### src/rtl/simon_key_expand.sv
// Simon key-schedule engine: takes one master key and streams round keys
// k[0..N_ROUNDS-1] over a valid/ready handshake, one new key per accept.
module simon_key_expand #(
  parameter int WORD_W    = 16,
  parameter int KEY_WORDS = 4,
  parameter int N_ROUNDS  = 32,
  parameter int CONST_SEQ = 0
) (
  input  logic                          clk,
  input  logic                          rst_n,
  input  logic                          key_valid,
  output logic                          key_ready,
  input  logic [KEY_WORDS*WORD_W-1:0]   key_in,
  input  logic                          abort,
  output logic                          rk_valid,
  input  logic                          rk_ready,
  output logic [WORD_W-1:0]             rk_data,
  output logic [$clog2(N_ROUNDS)-1:0]   rk_idx,
  output logic                          rk_last
);

  localparam int IDX_W = $clog2(N_ROUNDS);
  localparam logic [IDX_W-1:0]  LAST_IDX = IDX_W'(N_ROUNDS - 1);
  localparam logic [WORD_W-1:0] ROUND_C  = WORD_W'(2'd3);

  // Simon z_j sequences; index 0 of the sequence is the leftmost (MSB) bit.
  function automatic logic [61:0] z_seq(input int j);
    logic [61:0] z_s;
    case (j)
      0: z_s = 62'b11111010001001010110000111001101111101000100101011000011100110;
      1: z_s = 62'b10001110111110010011000010110101000111011111001001100001011010;
      2: z_s = 62'b10101111011100000011010010011000101000010001111110010110110011;
      3: z_s = 62'b11011011101011000110010111100000010010001010011100110100001111;
      4: z_s = 62'b11010001111001101011011000100000010111000011001010010011101111;
      default: z_s = 62'b0;
    endcase
    return z_s;
  endfunction

  function automatic logic [WORD_W-1:0] ror1(input logic [WORD_W-1:0] x);
    return {x[0], x[WORD_W-1:1]};
  endfunction

  function automatic logic [WORD_W-1:0] ror3(input logic [WORD_W-1:0] x);
    return {x[2:0], x[WORD_W-1:3]};
  endfunction

  localparam logic [61:0] Z_BITS = z_seq(CONST_SEQ);

  // Illegal configurations stop elaboration.
  if (KEY_WORDS < 2 || KEY_WORDS > 4) begin : g_bad_key_words
    $error("simon_key_expand: KEY_WORDS must be 2, 3 or 4");
  end
  if (CONST_SEQ < 0 || CONST_SEQ > 4) begin : g_bad_const_seq
    $error("simon_key_expand: CONST_SEQ must be 0..4");
  end
  if (N_ROUNDS < KEY_WORDS) begin : g_bad_rounds
    $error("simon_key_expand: N_ROUNDS must be >= KEY_WORDS");
  end
  if (WORD_W < 4) begin : g_bad_word_w
    $error("simon_key_expand: WORD_W too small");
  end

  typedef enum logic [0:0] {
    IDLE = 1'b0,
    RUN  = 1'b1
  } state_t;

  state_t              state_r, state_s;
  logic [WORD_W-1:0]   key_r [KEY_WORDS];
  logic [WORD_W-1:0]   key_s [KEY_WORDS];
  logic [IDX_W-1:0]    cnt_r, cnt_s;
  logic [5:0]          zi_r, zi_s;
  logic                key_ready_r, rk_valid_r, rk_last_r;
  logic                load_s, shift_s;
  logic [WORD_W-1:0]   tmp_s, knew_s;
  logic                z_bit_s;

  assign key_ready = key_ready_r;
  assign rk_valid  = rk_valid_r;
  assign rk_data   = key_r[0];
  assign rk_idx    = cnt_r;
  assign rk_last   = rk_last_r;

  // Next-state logic: accept a key in IDLE, advance or abort in RUN.
  always_comb begin
    state_s = state_r;
    load_s  = 1'b0;
    shift_s = 1'b0;
    case (state_r)
      IDLE: begin
        if (key_valid) begin
          load_s  = 1'b1;
          state_s = RUN;
        end else begin
          state_s = IDLE;
        end
      end
      RUN: begin
        if (abort) begin
          state_s = IDLE;
        end else if (rk_ready) begin
          shift_s = 1'b1;
          if (rk_last_r) begin
            state_s = IDLE;
          end else begin
            state_s = RUN;
          end
        end else begin
          state_s = RUN;
        end
      end
      default: state_s = IDLE;
    endcase
  end

  // Round-key recurrence computed from the current key window.
  always_comb begin
    z_bit_s = Z_BITS[6'd61 - zi_r];
    tmp_s   = ror3(key_r[KEY_WORDS-1]);
    if (KEY_WORDS == 4) begin
      tmp_s = tmp_s ^ key_r[1];
    end else begin
      tmp_s = tmp_s;
    end
    tmp_s  = tmp_s ^ ror1(tmp_s);
    knew_s = ~key_r[0] ^ tmp_s ^ {{(WORD_W-1){1'b0}}, z_bit_s} ^ ROUND_C;
  end

  // Next values of the key window, round counter and z index.
  always_comb begin
    for (int i = 0; i < KEY_WORDS; i++) begin
      key_s[i] = key_r[i];
    end
    cnt_s = cnt_r;
    zi_s  = zi_r;
    if (load_s) begin
      for (int i = 0; i < KEY_WORDS; i++) begin
        key_s[i] = key_in[i*WORD_W +: WORD_W];
      end
      cnt_s = '0;
      zi_s  = 6'd0;
    end else if (shift_s) begin
      for (int i = 0; i < KEY_WORDS - 1; i++) begin
        key_s[i] = key_r[i+1];
      end
      key_s[KEY_WORDS-1] = knew_s;
      cnt_s = cnt_r + IDX_W'(1);
      zi_s  = (zi_r == 6'd61) ? 6'd0 : zi_r + 6'd1;
    end else begin
      cnt_s = cnt_r;
      zi_s  = zi_r;
    end
  end

  // State, datapath and registered handshake outputs.
  always_ff @(posedge clk or negedge rst_n) begin
    if (!rst_n) begin
      state_r     <= IDLE;
      for (int i = 0; i < KEY_WORDS; i++) begin
        key_r[i] <= '0;
      end
      cnt_r       <= '0;
      zi_r        <= 6'd0;
      key_ready_r <= 1'b1;
      rk_valid_r  <= 1'b0;
      rk_last_r   <= 1'b0;
    end else begin
      state_r     <= state_s;
      for (int i = 0; i < KEY_WORDS; i++) begin
        key_r[i] <= key_s[i];
      end
      cnt_r       <= cnt_s;
      zi_r        <= zi_s;
      key_ready_r <= (state_s == IDLE);
      rk_valid_r  <= (state_s == RUN);
      rk_last_r   <= (state_s == RUN) && (cnt_s == LAST_IDX);
    end
  end

endmodule
### config.mk
export PLATFORM = sky130hd
export DESIGN_NAME = simon_key_expand
export DESIGN_NICKNAME = d
export VERILOG_FILES = /design/src/rtl/simon_key_expand.sv
export SDC_FILE = /design/constraint.sdc
export NUM_CORES = 1
export LEC_CHECK = 0
export BUFFER_PORTS_ARGS = -buffer_cell sky130_fd_sc_hd__buf_2
export CAP_MARGIN = 20
export CORE_ASPECT_RATIO = 1.1
export CORE_UTILIZATION = 25
export DETAILED_ROUTE_END_ITERATION = 10
export GPL_TIMING_DRIVEN = 0
export PLACE_DENSITY = 0.42
export SYNTH_ARGS = -nofsm -noshare
export SYNTH_HDL_FRONTEND = slang
export SYNTH_SLANG_ARGS = --single-unit
### constraint.sdc
create_clock -name clk -period 2.6 [get_ports clk]
set_input_delay 0.39 -clock clk [delete_from_list [all_inputs] [get_ports clk]]
set_output_delay 0.39 -clock clk [all_outputs]
set_load 0.02 [all_outputs]
==> results of run 1 <==
-- cell families (layout without fill, tap and decap cells) --
| group | after synthesis | count (layout) | synth area share, % |
|---|---|---|---|
| XOR/XNOR | 58 | 58 | 11.9 |
| buffers and inverters | 52 | 162 | 6.30 |
| AND/OR/NAND/NOR | 218 | 218 | 20.4 |
| multiplexers | 4 | 4 | 1.61 |
| AO/OA/AOI/OAI | 93 | 93 | 12.6 |
| adder cells (fa/ha/maj) | 8 | 8 | 2.30 |
| flip-flops | 78 | 78 | 44.9 |
-- registers in the layout (all words and copies together) (netlist names) --
register	cells
rk_last	1
zi_r	6
rk_valid	1
rk_data	16
rk_idx	5
key_r	48
key_ready	1
-- power by group --
group / switching (mW) / internal, mW / total, mW
Sequential: 0.324 / 1.51 / 1.84
Combinational: 0.992 / 0.969 / 1.96
Clock: 0.511 / 0.865 / 1.38
Total: 1.83 / 3.35 / 5.18
-- per-layer routing --
| metal | share of wire (%) | wire length (µm) |
|---|---|---|
| met5 | 0 | 0 |
| met4 | 1.6 | 237 |
| met3 | 5.3 | 755 |
| met2 | 48 | 6920 |
| met1 | 45 | 6460 |
-- cell usage after synthesis, types with 2 or more instances --
cell type / instances / area share, %
nand2_1: 117 / 10
dfrtp_1: 77 / 44
nor2_1: 73 / 6.3
xnor2_1: 53 / 11
a31oi_1: 48 / 6.9
clkbuf_1: 29 / 2.5
o21ai_0: 19 / 2.2
a21oi_1: 18 / 2.1
buf_4: 16 / 2.8
ha_1: 8 / 2.3
nand3_1: 7 / 0.81
a22o_1: 4 / 0.81
inv_1: 4 / 0.35
xor2_1: 4 / 0.81
nand4_1: 3 / 0.43
nor2b_1: 3 / 0.43
nor3_1: 3 / 0.35
nor3b_1: 3 / 0.52
and3_1: 2 / 0.29
nand2b_1: 2 / 0.29
nand3b_1: 2 / 0.35
-- tightest hold or removal path: stages --
cell and delay, ns:
buf_2 0.07, nand2_1 0.04, o21ai_0 0.06
-- layout by cell type (no fill, tap or decap), types with 7 or more instances in the layout --
cell type and count:
o21ai_0 19, ha_1 8, xnor2_1 53, clkbuf_16 9
nand2_1 117, buf_2 92, a21oi_1 18, dfrtp_1 76
a31oi_1 48, nor2_1 73, nand3_1 7, clkbuf_1 31
buf_4 17
-- metrics by stage --
| step | setup slack [ns] | power, mW | util [%] |
|---|---|---|---|
| finish | 0.187 | 5.18 | 32.1 |
| global route | 0.0231 | 5.49 | 32.1 |
| CTS | 0.108 | 5.22 | 32.1 |
| detailed placement | 0.120 | 3.82 | 30.2 |
| global placement | 0.137 | 3.80 | 30.0 |
| floorplan | 0.321 | 3.29 | - |
-- worst paths after layout --
path,from,end,slack [ns],cells after the start
min reg2reg,key_r[22]$_DFFE_PN0P_,key_r[38]$_DFFE_PN0P_,0.54,2
max in group asynchronous,rst_n,key_r[29]$_DFFE_PN0P_,1.52,3
max reg2reg,zi_r[1]$_DFFE_PN0P_,key_r[0]$_DFFE_PN0P_,0.19,7
min,key_in[59],key_r[11]$_DFFE_PN0P_,0.26,3
min in group asynchronous,rst_n,key_r[10]$_DFFE_PN0P_,0.48,2
max,zi_r[1]$_DFFE_PN0P_,key_r[0]$_DFFE_PN0P_,0.19,7
-- what timing repair did --
action | CTS | global route
endpoints found under the hold margin | 16 | 0
setup endpoints to repair | 0 | 1
hold buffers | 1 | 0
gates resized for setup | 0 | 1
-- layout make-up --
class                   instances  area [µm²]  area share, %
repair buffers                 94         500           9.17
plain buffers                  48         259           4.74
clock inverters                 4        70.1           1.28
clock buffers                  12         246           4.51
inverters                       4        15.0          0.275
well taps                     234         293           5.36
flip-flops and latches         78        1950           35.8
multi-input cells             381        2120           38.9
==> metrics.log, run 1 <==
[metrics] Placed Instance Area: 5130 µm²
[metrics] wirelength, routed: 14,400 µm
[metrics] Critical Path Start Type: flop
[metrics] global-route layer with the greatest usage: met2
[metrics] overall via count from detail_route: 3,827
[metrics] Worst Skew: 0.00470 ns
[metrics] row cnt: 50
[metrics] total negative slack for setup checks: 0 ns
[metrics] fill cell total of the finished layout: 1,851
[metrics] nets: 693
[metrics] IO buf count: 92
[metrics] Die Footprint: 17,900 µm²
[metrics] average via count per standard cell: 4.48
[metrics] grt met3 use: 3.09%
[metrics] critical path, cell by cell: inv_1, ha_1, clkbuf_8, mux4_1, mux4_2, xnor2_1, o21ai_1
[metrics] MaxCap Viol Count: 0
[metrics] worst endpoint data arrival time: 2.60 ns
[metrics] total CTS buffers: 9
[metrics] final worst path period need: 2.41 ns
[metrics] first-pass GRT wire length: 22,100 µm
[metrics] largest buffer count on any clock path: 2
[metrics] Placed Instances: 838
[metrics] clock edge transition at the registers on the reported setup and hold paths: 0.06 ns
[metrics] width of the die: 128 µm
[metrics] largest fanout on the critical path: 9
[metrics] critical path type: flop to flop
[metrics] max frequency: 414 MHz
[metrics] root buffer selected by CTS: clkbuf_16
[metrics] longest individual stage delay on the worst path: 0.55 ns
[metrics] number of slew-limit violations in the final report: 0
[metrics] type of the worst min-delay path: primary input to flop
[metrics] number of antenna cells inserted: 0
[metrics] cell count after synthesis: 511
[metrics] Final setup violation count: 0
[metrics] share of async-settable or async-resettable flops after synthesis: 100%
[metrics] Post-synth EDFFs: 0
[metrics] outcome: finished clean
[metrics] global-route congestion overflow total: 0
[metrics] post-route insts no fill: 855
[metrics] effective utilization at floorplan: 25.6%
[metrics] kind of cell adding the most delay to the critical path: multiplexers
[metrics] slew at the pin with the worst max-slew slack: 0.712 ns
[metrics] flip-flop and latch count after synthesis: 78
[metrics] Detail Route Antenna Nets: 0
[metrics] sort of element at the end of the critical path: flop
[metrics] Netlist Area Pre-Place: 4350 µm²
[metrics] antenna violations before repair: 0
[metrics] syn avg cell area: 8.51 µm²
[metrics] Layout Area Growth over Synthesis: 25.5%
[metrics] Mapped Nets: 588
[metrics] global placer's final weighted congestion: 0.818
[metrics] count of cell types in the netlist: 37
[metrics] met1 Resource Use GR: 21.4%
[metrics] number of global-route vias before repair: 3,981
[metrics] worst rel slew slack: 52.6%
[metrics] H-tree depth: 3
[metrics] number of iterations in the first detailed-routing pass: 4
[metrics] detailed-route wire length per cell: 16.8 µm
[metrics] post-route clock period utilization: 92.8%
[metrics] sequential-to-total area share from yosys stat: 44.9%
[metrics] synth warn: 0
[metrics] Num Clock Sinks: 78
[metrics] Remaining DRCs: 0
[metrics] Core Box Area: 17,000 µm²
[metrics] met2 usage: 27.3%
[metrics] largest net degree at the start of global routing: 62
[metrics] number of buffers and inverters on the critical path: 2
[metrics] final hold violation count: 0
[metrics] power density over the cells: 948 nW/µm²
[metrics] worst voltage drop across the vdd grid: 0.000358 V
[metrics] count of buffers added by post-CTS timing repair for setup: 0
[metrics] TritonCTS clock tree: built
[metrics] Initial DRC Count: 191
[metrics] area of all placed cells without fillers: 5460 µm²
[metrics] y dimension of the die: 140 µm
[metrics] all-layer global routing usage: 16.5%
[metrics] critical path required time: 2.79 ns
[metrics] Skew-Pair Late Insertion Delay: 0.34 ns
[metrics] top-level I/O count: 93
[metrics] CP max-delay cell: mux4_1
[metrics] leakage power of the design: 2.43 nW
[metrics] share of layout cells above drive strength 1: 21.3%
[metrics] most used flip-flop cell after synthesis: dfrtp_1
[metrics] half-perimeter wire length after placement: 10,400 µm
[metrics] setup repair after global routing missed its margin: false
[metrics] post-route worst hold slack: 0.263 ns
(Power assumes the default switching activity.)
==> inputs of run 2 (changes only) <==
Settings changed: CORE_UTILIZATION 25 to 55, CTS_CLUSTER_DIAMETER set to 50, GPL_TIMING_DRIVEN 0 to not set, PLACE_DENSITY 0.42 to 0.79.
==> run 2 against run 1 <==
Cell area shrank 8.2%. Critical path depth down 1. Via count down 3.7%. Die area down 54%. Register-to-register slack gained 0.03 ns. Worst hold slack got worse by 0.018 ns. Power is 11% lower. Routed wire length fell by 30%. Critical path type unchanged. Largest cell class unchanged.
==> metrics.log, run 2 (synthesized netlist as in run 1, its figures left out) <==
[metrics] slew at the pin with the worst max-slew slack: 0.525 ns (-0.186 ns)
[metrics] wirelength, routed: 10,100 µm (-30%)
[metrics] Critical Path Start Type: flop
[metrics] number of iterations in the first detailed-routing pass: 4 (unchanged)
[metrics] effective utilization at floorplan: 57.6% (+32 points)
[metrics] register-to-register setup slack: 0.22 ns (+0.03 ns)
[metrics] MaxCap Viol Count: 0 (unchanged)
[metrics] post-route clock period utilization: 91.5% (-1.3 points)
[metrics] overall via count from detail_route: 3,687 (-3.7%)
[metrics] detailed-route wire length per cell: 14.7 µm (-12%)
[metrics] Remaining DRCs: 0 (unchanged)
[metrics] hold wc startpoint: key_in[54]
[metrics] leading cell type in the layout, fill and taps excluded: nand2_1
[metrics] worst endpoint data arrival time: 2.61 ns (about the same)
[metrics] reg-to-reg critical path startpoint: zi_r[1]$_DFFE_PN0P_
[metrics] global-route congestion overflow total: 0 (unchanged)
[metrics] area of all placed cells without fillers: 5010 µm² (-8.2%)
[metrics] final worst path period need: 2.38 ns (-0.0330 ns)
[metrics] Worst Skew: 0.00642 ns (+0.00173 ns)
[metrics] DP Worst Slack: 0.132 ns (+0.0120 ns)
[metrics] top library cells by usage in the layout, fill and taps aside: nand2_1, buf_2, dfrtp_1
[metrics] type of the worst min-delay path: primary input to flop
[metrics] fin worst setup slack: 0.220 ns (+0.0330 ns)
[metrics] width of the die: 86.8 µm (-32%)
[metrics] first-pass GRT wire length: 16,700 µm (-24%)
[metrics] H-tree depth: 3 (unchanged)
[metrics] critical path type: flop to flop
[metrics] post-layout total power: 4.60 mW (-11%)
[metrics] Layout Area Growth over Synthesis: 15.3%
[metrics] Detail Route Antenna Nets: 0 (unchanged)
[metrics] nets: 649 (-6.3%)
[metrics] setup repair after global routing missed its margin: false
[metrics] register with the highest flop count: key_r
[metrics] power density over the cells: 918 nW/µm² (-3.2%)
[metrics] Num Clock Sinks: 78 (unchanged)
[metrics] Critical Path End: key_r[0]$_DFFE_PN0P_
[metrics] number of global-route vias before repair: 3,514 (-12%)
[metrics] root buffer selected by CTS: clkbuf_8
[metrics] global placer's final weighted congestion: 0.809 (-1.1%)
[metrics] row cnt: 33 (-34%)
[metrics] Placed Instance Area: 4750 µm² (-7.4%)
[metrics] clock edge transition at the registers on the reported setup and hold paths: 0.08 ns (+0.02 ns)
[metrics] max frequency: 420 MHz (+1.4%)
[metrics] fill cell total of the finished layout: 644 (-65%)
[metrics] largest buffer count on any clock path: 2 (unchanged)
[metrics] critical path required time: 2.83 ns (+0.04 ns)
[metrics] share of layout cells above drive strength 1: 21.3% (+0.061 points)
[metrics] crit path from: zi_r[1]$_DFFE_PN0P_
[metrics] top-level I/O count: 93 (unchanged)
[metrics] IO buf count: 92 (unchanged)
[metrics] Core Box Area: 7560 µm² (-56%)
[metrics] total negative slack for setup checks: 0 ns (unchanged)
[metrics] worst rel slew slack: 65.0% (+12 points)
[metrics] Final setup violation count: 0 (unchanged)
[metrics] outcome: finished clean
[metrics] Skew-Pair Late Insertion Delay: 0.35 ns (about the same)
[metrics] half-perimeter wire length after placement: 6750 µm (-35%)
[metrics] largest fanout on the critical path: 9 (unchanged)
[metrics] all-layer global routing usage: 26.2% (+9.7 points)
[metrics] antenna violations before repair: 0 (unchanged)
[metrics] end of the worst register-to-register path: key_r[0]$_DFFE_PN0P_
[metrics] y dimension of the die: 95.3 µm (-32%)
[metrics] average via count per standard cell: 5.41 (+21%)
[metrics] worst voltage drop across the vdd grid: 0.000339 V (-5.4%)
[metrics] TritonCTS clock tree: built
[metrics] Core Util, Final: 66.4% (+34 points)
[metrics] number of slew-limit violations in the final report: 0 (unchanged)
[metrics] largest net degree at the start of global routing: 100 (+61%)
[metrics] Initial DRC Count: 221 (+16%)
[metrics] number of antenna cells inserted: 0 (unchanged)
[metrics] leakage power of the design: 2.29 nW (-5.8%)
[metrics] final hold violation count: 0 (unchanged)
[metrics] sort of element at the end of the critical path: flop
[metrics] depth of the most critical reg-to-reg path: 6 (-1)
[metrics] max FFs per register: 48 (unchanged)
[metrics] total CTS buffers: 9 (unchanged)
[metrics] Die Footprint: 8270 µm² (-54%)
run 2: changes by cell type in the layout (fill, tap and decap cells not counted), sizes merged:
cell and delta:
clkbuf -28, bufinv -1, clkinvlp +1, clkinv -2, buf -14
run 2: stage by stage:
step / hold slack (ns) / instances
finish: 0.245 / 682
global route: 0.243 / 682
CTS: 0.234 / 680
detailed placement: 0.533 / 664
global placement: 0.523 / 664
floorplan: 0.0944 / 511
run 2: worst min path at each step:
stage	to	depth (start not counted)	slack, ns
after detailed placement	key_r[17]$_DFFE_PN0P_	2	0.53
after floorplan	key_r[0]$_DFFE_PN0P_	0	0.09
after CTS	key_r[6]$_DFFE_PN0P_	3	0.23
after global placement	key_r[41]$_DFFE_PN0P_	2	0.52
final	key_r[6]$_DFFE_PN0P_	3	0.25
after global routing	key_r[6]$_DFFE_PN0P_	3	0.24
run 2: worst max-delay path, stage by stage (launching register included):
cell     delay [ns]
dfrtp_2        0.42
inv_1          0.10
ha_2           0.42
mux4_1         0.59
mux4_2         0.50
xnor2_1        0.16
o21ai_1        0.07
run 2: timing repair:
action,4_1_cts,5_1_grt
endpoints found under the hold margin,0,9
hold buffers,0,1
setup endpoints to repair,0,1
resized for setup,0,2
setup buffers,0,0
run 2: routing by layer:
layer  share of wire, %  GRT usage [%]  vias to the layer above  routed length (µm)
li1                   -              -                     1801                   -
met1                 45           34.8                     1752                4480
met2                 49           43.4                      124                4890
met3                5.5           4.50                       10                 552
met4                1.3           9.17                        0                 132
met5                  0              0                        -                   0
run 2: where the power goes:
group	internal (mW)	total (mW)	switching, mW	leakage, nW
sequential	1.51	1.82	0.306	0.919
combinational	0.889	1.81	0.918	1.27
clock	0.549	0.979	0.430	0.109
run 2: area by class of cell:
type	instances	area (µm²)	share of cell area, %
timing repair buffer	98	556	11.1
clock buffer	14	183	3.64
multi-input combinational	381	2140	42.6
clock inverter	2	37.5	0.749
tap	105	131	2.62
inverter	4	15.0	0.299
sequential	78	1950	39.0
==> inputs of run 3 (changes only) <==
Settings changed: CORE_UTILIZATION 55 to 59, PLACE_DENSITY 0.79 to 0.84.
Clock period 2.6 ns to 2.9 ns, I/O delays scaled along.
==> run 3 against run 2 <==
The flow now finishes with violations (design-rule violations). Sequential cell count stayed put. Die area is 6.6% lower. First-iteration DRC count is 13% higher. Sequential share of layout area is 0.92 points higher. Setup slack better by 0.24 ns. Clock power is 21% lower. Critical path type unchanged. Critical endpoint unchanged.
==> metrics.log, run 3 (synthesized netlist as in run 1, its figures left out) <==
[metrics] Remaining DRCs: 16 (+16)
[metrics] final hold violation count: 0 (unchanged)
[metrics] top library cells by usage in the layout, fill and taps aside: nand2_1, buf_2, dfrtp_1
[metrics] register area: 1950 µm² (about the same)
[metrics] register-to-register setup slack: 0.46 ns (+0.24 ns)
[metrics] outcome: complete, but fails checks
[metrics] Worst Skew: 0.0177 ns (+0.0113 ns)
[metrics] all-layer global routing usage: 26.9% (+0.67 points)
[metrics] global-route congestion overflow total: 0 (unchanged)
[metrics] total CTS buffers: 9 (unchanged)
[metrics] reg-to-reg critical path startpoint: zi_r[1]$_DFFE_PN0P_
[metrics] worst voltage drop across the vdd grid: 0.000360 V (+6.3%)
[metrics] Critical Path End: key_r[0]$_DFFE_PN0P_
[metrics] register with the highest flop count: key_r
[metrics] largest fanout on the critical path: 9 (unchanged)
[metrics] worst rel slew slack: 35.1% (-30 points)
[metrics] slew at the pin with the worst max-slew slack: 0.973 ns (+0.448 ns)
[metrics] average via count per standard cell: 5.66 (+4.7%)
[metrics] y dimension of the die: 92.0 µm (-3.4%)
[metrics] post-route clock period utilization: 84.2% (-7.3 points)
[metrics] sort of element at the end of the critical path: flop
[metrics] first-pass GRT wire length: 16,400 µm (-1.9%)
[metrics] nets: 647 (-0.31%)
[metrics] type of the worst min-delay path: primary input to async pin
[metrics] Detail Route Antenna Nets: 0 (unchanged)
[metrics] leading cell type in the layout, fill and taps excluded: nand2_1
[metrics] critical path type: flop to flop
[metrics] number of iterations in the first detailed-routing pass: 8 (+4)
[metrics] half-perimeter wire length after placement: 6590 µm (-2.3%)
[metrics] number of slew-limit violations in the final report: 0 (unchanged)
[metrics] count of buffers added by post-CTS timing repair for setup: 0 (unchanged)
[metrics] MaxCap Viol Count: 0 (unchanged)
[metrics] antenna violations before repair: 0 (unchanged)
[metrics] setup repair after global routing missed its margin: false
[metrics] end of the worst register-to-register path: key_r[0]$_DFFE_PN0P_
[metrics] max frequency: 409 MHz (-2.6%)
[metrics] depth of the most critical reg-to-reg path: 6 (unchanged)
[metrics] Num Clock Sinks: 78 (unchanged)
[metrics] Placed Instances: 644 (-3.0%)
[metrics] Skew-Pair Late Insertion Delay: 0.35 ns (about the same)
[metrics] total negative slack for setup checks: 0 ns (unchanged)
[metrics] post-route insts no fill: 659 (-3.4%)
[metrics] worst endpoint data arrival time: 2.67 ns (+0.06 ns)
[metrics] width of the die: 83.9 µm (-3.4%)
[metrics] max FFs per register: 48 (unchanged)
[metrics] largest buffer count on any clock path: 2 (unchanged)
[metrics] Die Footprint: 7720 µm² (-6.6%)
[metrics] detailed-route wire length per cell: 14.7 µm (-0.39%)
[metrics] row cnt: 32 (-3.0%)
[metrics] final worst path period need: 2.44 ns (+0.0636 ns)
[metrics] root buffer selected by CTS: clkbuf_8
[metrics] Critical Path Start Type: flop
[metrics] IO buf count: 92 (unchanged)
[metrics] fill cell total of the finished layout: 564 (-12%)
[metrics] Initial DRC Count: 250 (+13%)
[metrics] number of global-route vias before repair: 3,558 (+1.3%)
[metrics] number of antenna cells inserted: 0 (unchanged)
[metrics] H-tree depth: 3 (unchanged)
[metrics] clock edge transition at the registers on the reported setup and hold paths: 0.07 ns (about the same)
[metrics] share of layout cells above drive strength 1: 20.6% (-0.76 points)
[metrics] Core Box Area: 7090 µm² (-6.2%)
[metrics] power density over the cells: 819 nW/µm² (-11%)
[metrics] top-level I/O count: 93 (unchanged)
[metrics] number of hold buffers added after CTS: 0 (unchanged)
[metrics] effective utilization at floorplan: 61.4% (+3.8 points)
[metrics] Layout Area Growth over Synthesis: 12.6%
[metrics] TritonCTS clock tree: built
[metrics] critical path required time: 3.13 ns (+0.30 ns)
[metrics] wirelength, routed: 9670 µm (-3.8%)
[metrics] crit path from: zi_r[1]$_DFFE_PN0P_
[metrics] violated checks: design-rule violations
[metrics] leakage power of the design: 2.26 nW (-1.5%)
[metrics] area of the multi-input gates: 2140 µm² (-0.12%)
[metrics] global placer's final weighted congestion: 0.809 (about the same)
[metrics] overall via count from detail_route: 3,729 (+1.1%)
[metrics] largest net degree at the start of global routing: 79 (-21%)
[metrics] Final setup violation count: 0 (unchanged)
[metrics] # resized after CTS: 0 (unchanged)
==> run 3: how the worst min path moves through the flow <==
stage                     slack [ns]  cells after the start                endpoint                   from
after floorplan                 0.14                      0    key_r[0]$_DFFE_PN0P_                  rst_n
after global placement          0.52                      2   key_r[36]$_DFFE_PN0P_  key_r[20]$_DFFE_PN0P_
after detailed placement        0.53                      2   key_r[31]$_DFFE_PN0P_  key_r[31]$_DFFE_PN0P_
after CTS                       0.28                      1  rk_data[7]$_DFFE_PN0P_                  rst_n
after global routing            0.28                      3    key_r[6]$_DFFE_PN0P_             key_in[54]
final                           0.23                      1     rk_idx[2]$_DFF_PN0_                  rst_n
==> run 3: per-stage QoR <==
| step | hold slack (ns) | power (mW) | cell area (µm²) | setup WS, ns | util [%] |
|---|---|---|---|---|---|
| 3_5_place_dp | 0.532 | 3.24 | 4720 | 0.484 | 66.5 |
| 5_1_grt | 0.282 | 4.30 | 4900 | 0.303 | 69.1 |
| 6_report | 0.229 | 4.01 | 4900 | 0.457 | 69.1 |
| 2_1_floorplan | 0.139 | 2.95 | 4350 | 0.621 | - |
| 4_1_cts | 0.279 | 4.03 | 4900 | 0.469 | 69.1 |
| 3_3_place_gp | 0.524 | 3.18 | 4720 | 0.573 | 66.5 |
==> run 3: report_power, final <==
part	internal [mW]	switching [mW]	total [mW]
combinational	0.788	0.812	1.60
clock	0.393	0.384	0.777
sequential	1.35	0.277	1.63
total	2.54	1.47	4.01
==> run 3: final cells by class <==
cell class                      instances  area share [%]
Clock buffer                           11            2.68
Clock inverter                          4           0.997
Inverter                                4           0.307
Multi-Input combinational cell        381            43.6
Sequential cell                        78            39.9
Tap cell                               85            2.17
Timing Repair Buffer                   96            10.3
==> run 3: routing by layer <==
metal | vias up | global-route usage (%) | part of all wire, %
met5 | - | 0 | 0
met2 | 157 | 42.1 | 47
met1 | 1742 | 36.3 | 44
met3 | 28 | 4.32 | 6.6
met4 | 0 | 13.8 | 2.7
li1 | 1802 | - | -
==> run 3: worst max-delay path: stages, from the launching register on <==
cell and delay [ns]:
dfrtp_1 0.47, inv_1 0.13, ha_1 0.46, mux4_1 0.57, mux4_2 0.48, xnor2_1 0.16, o21ai_1 0.07
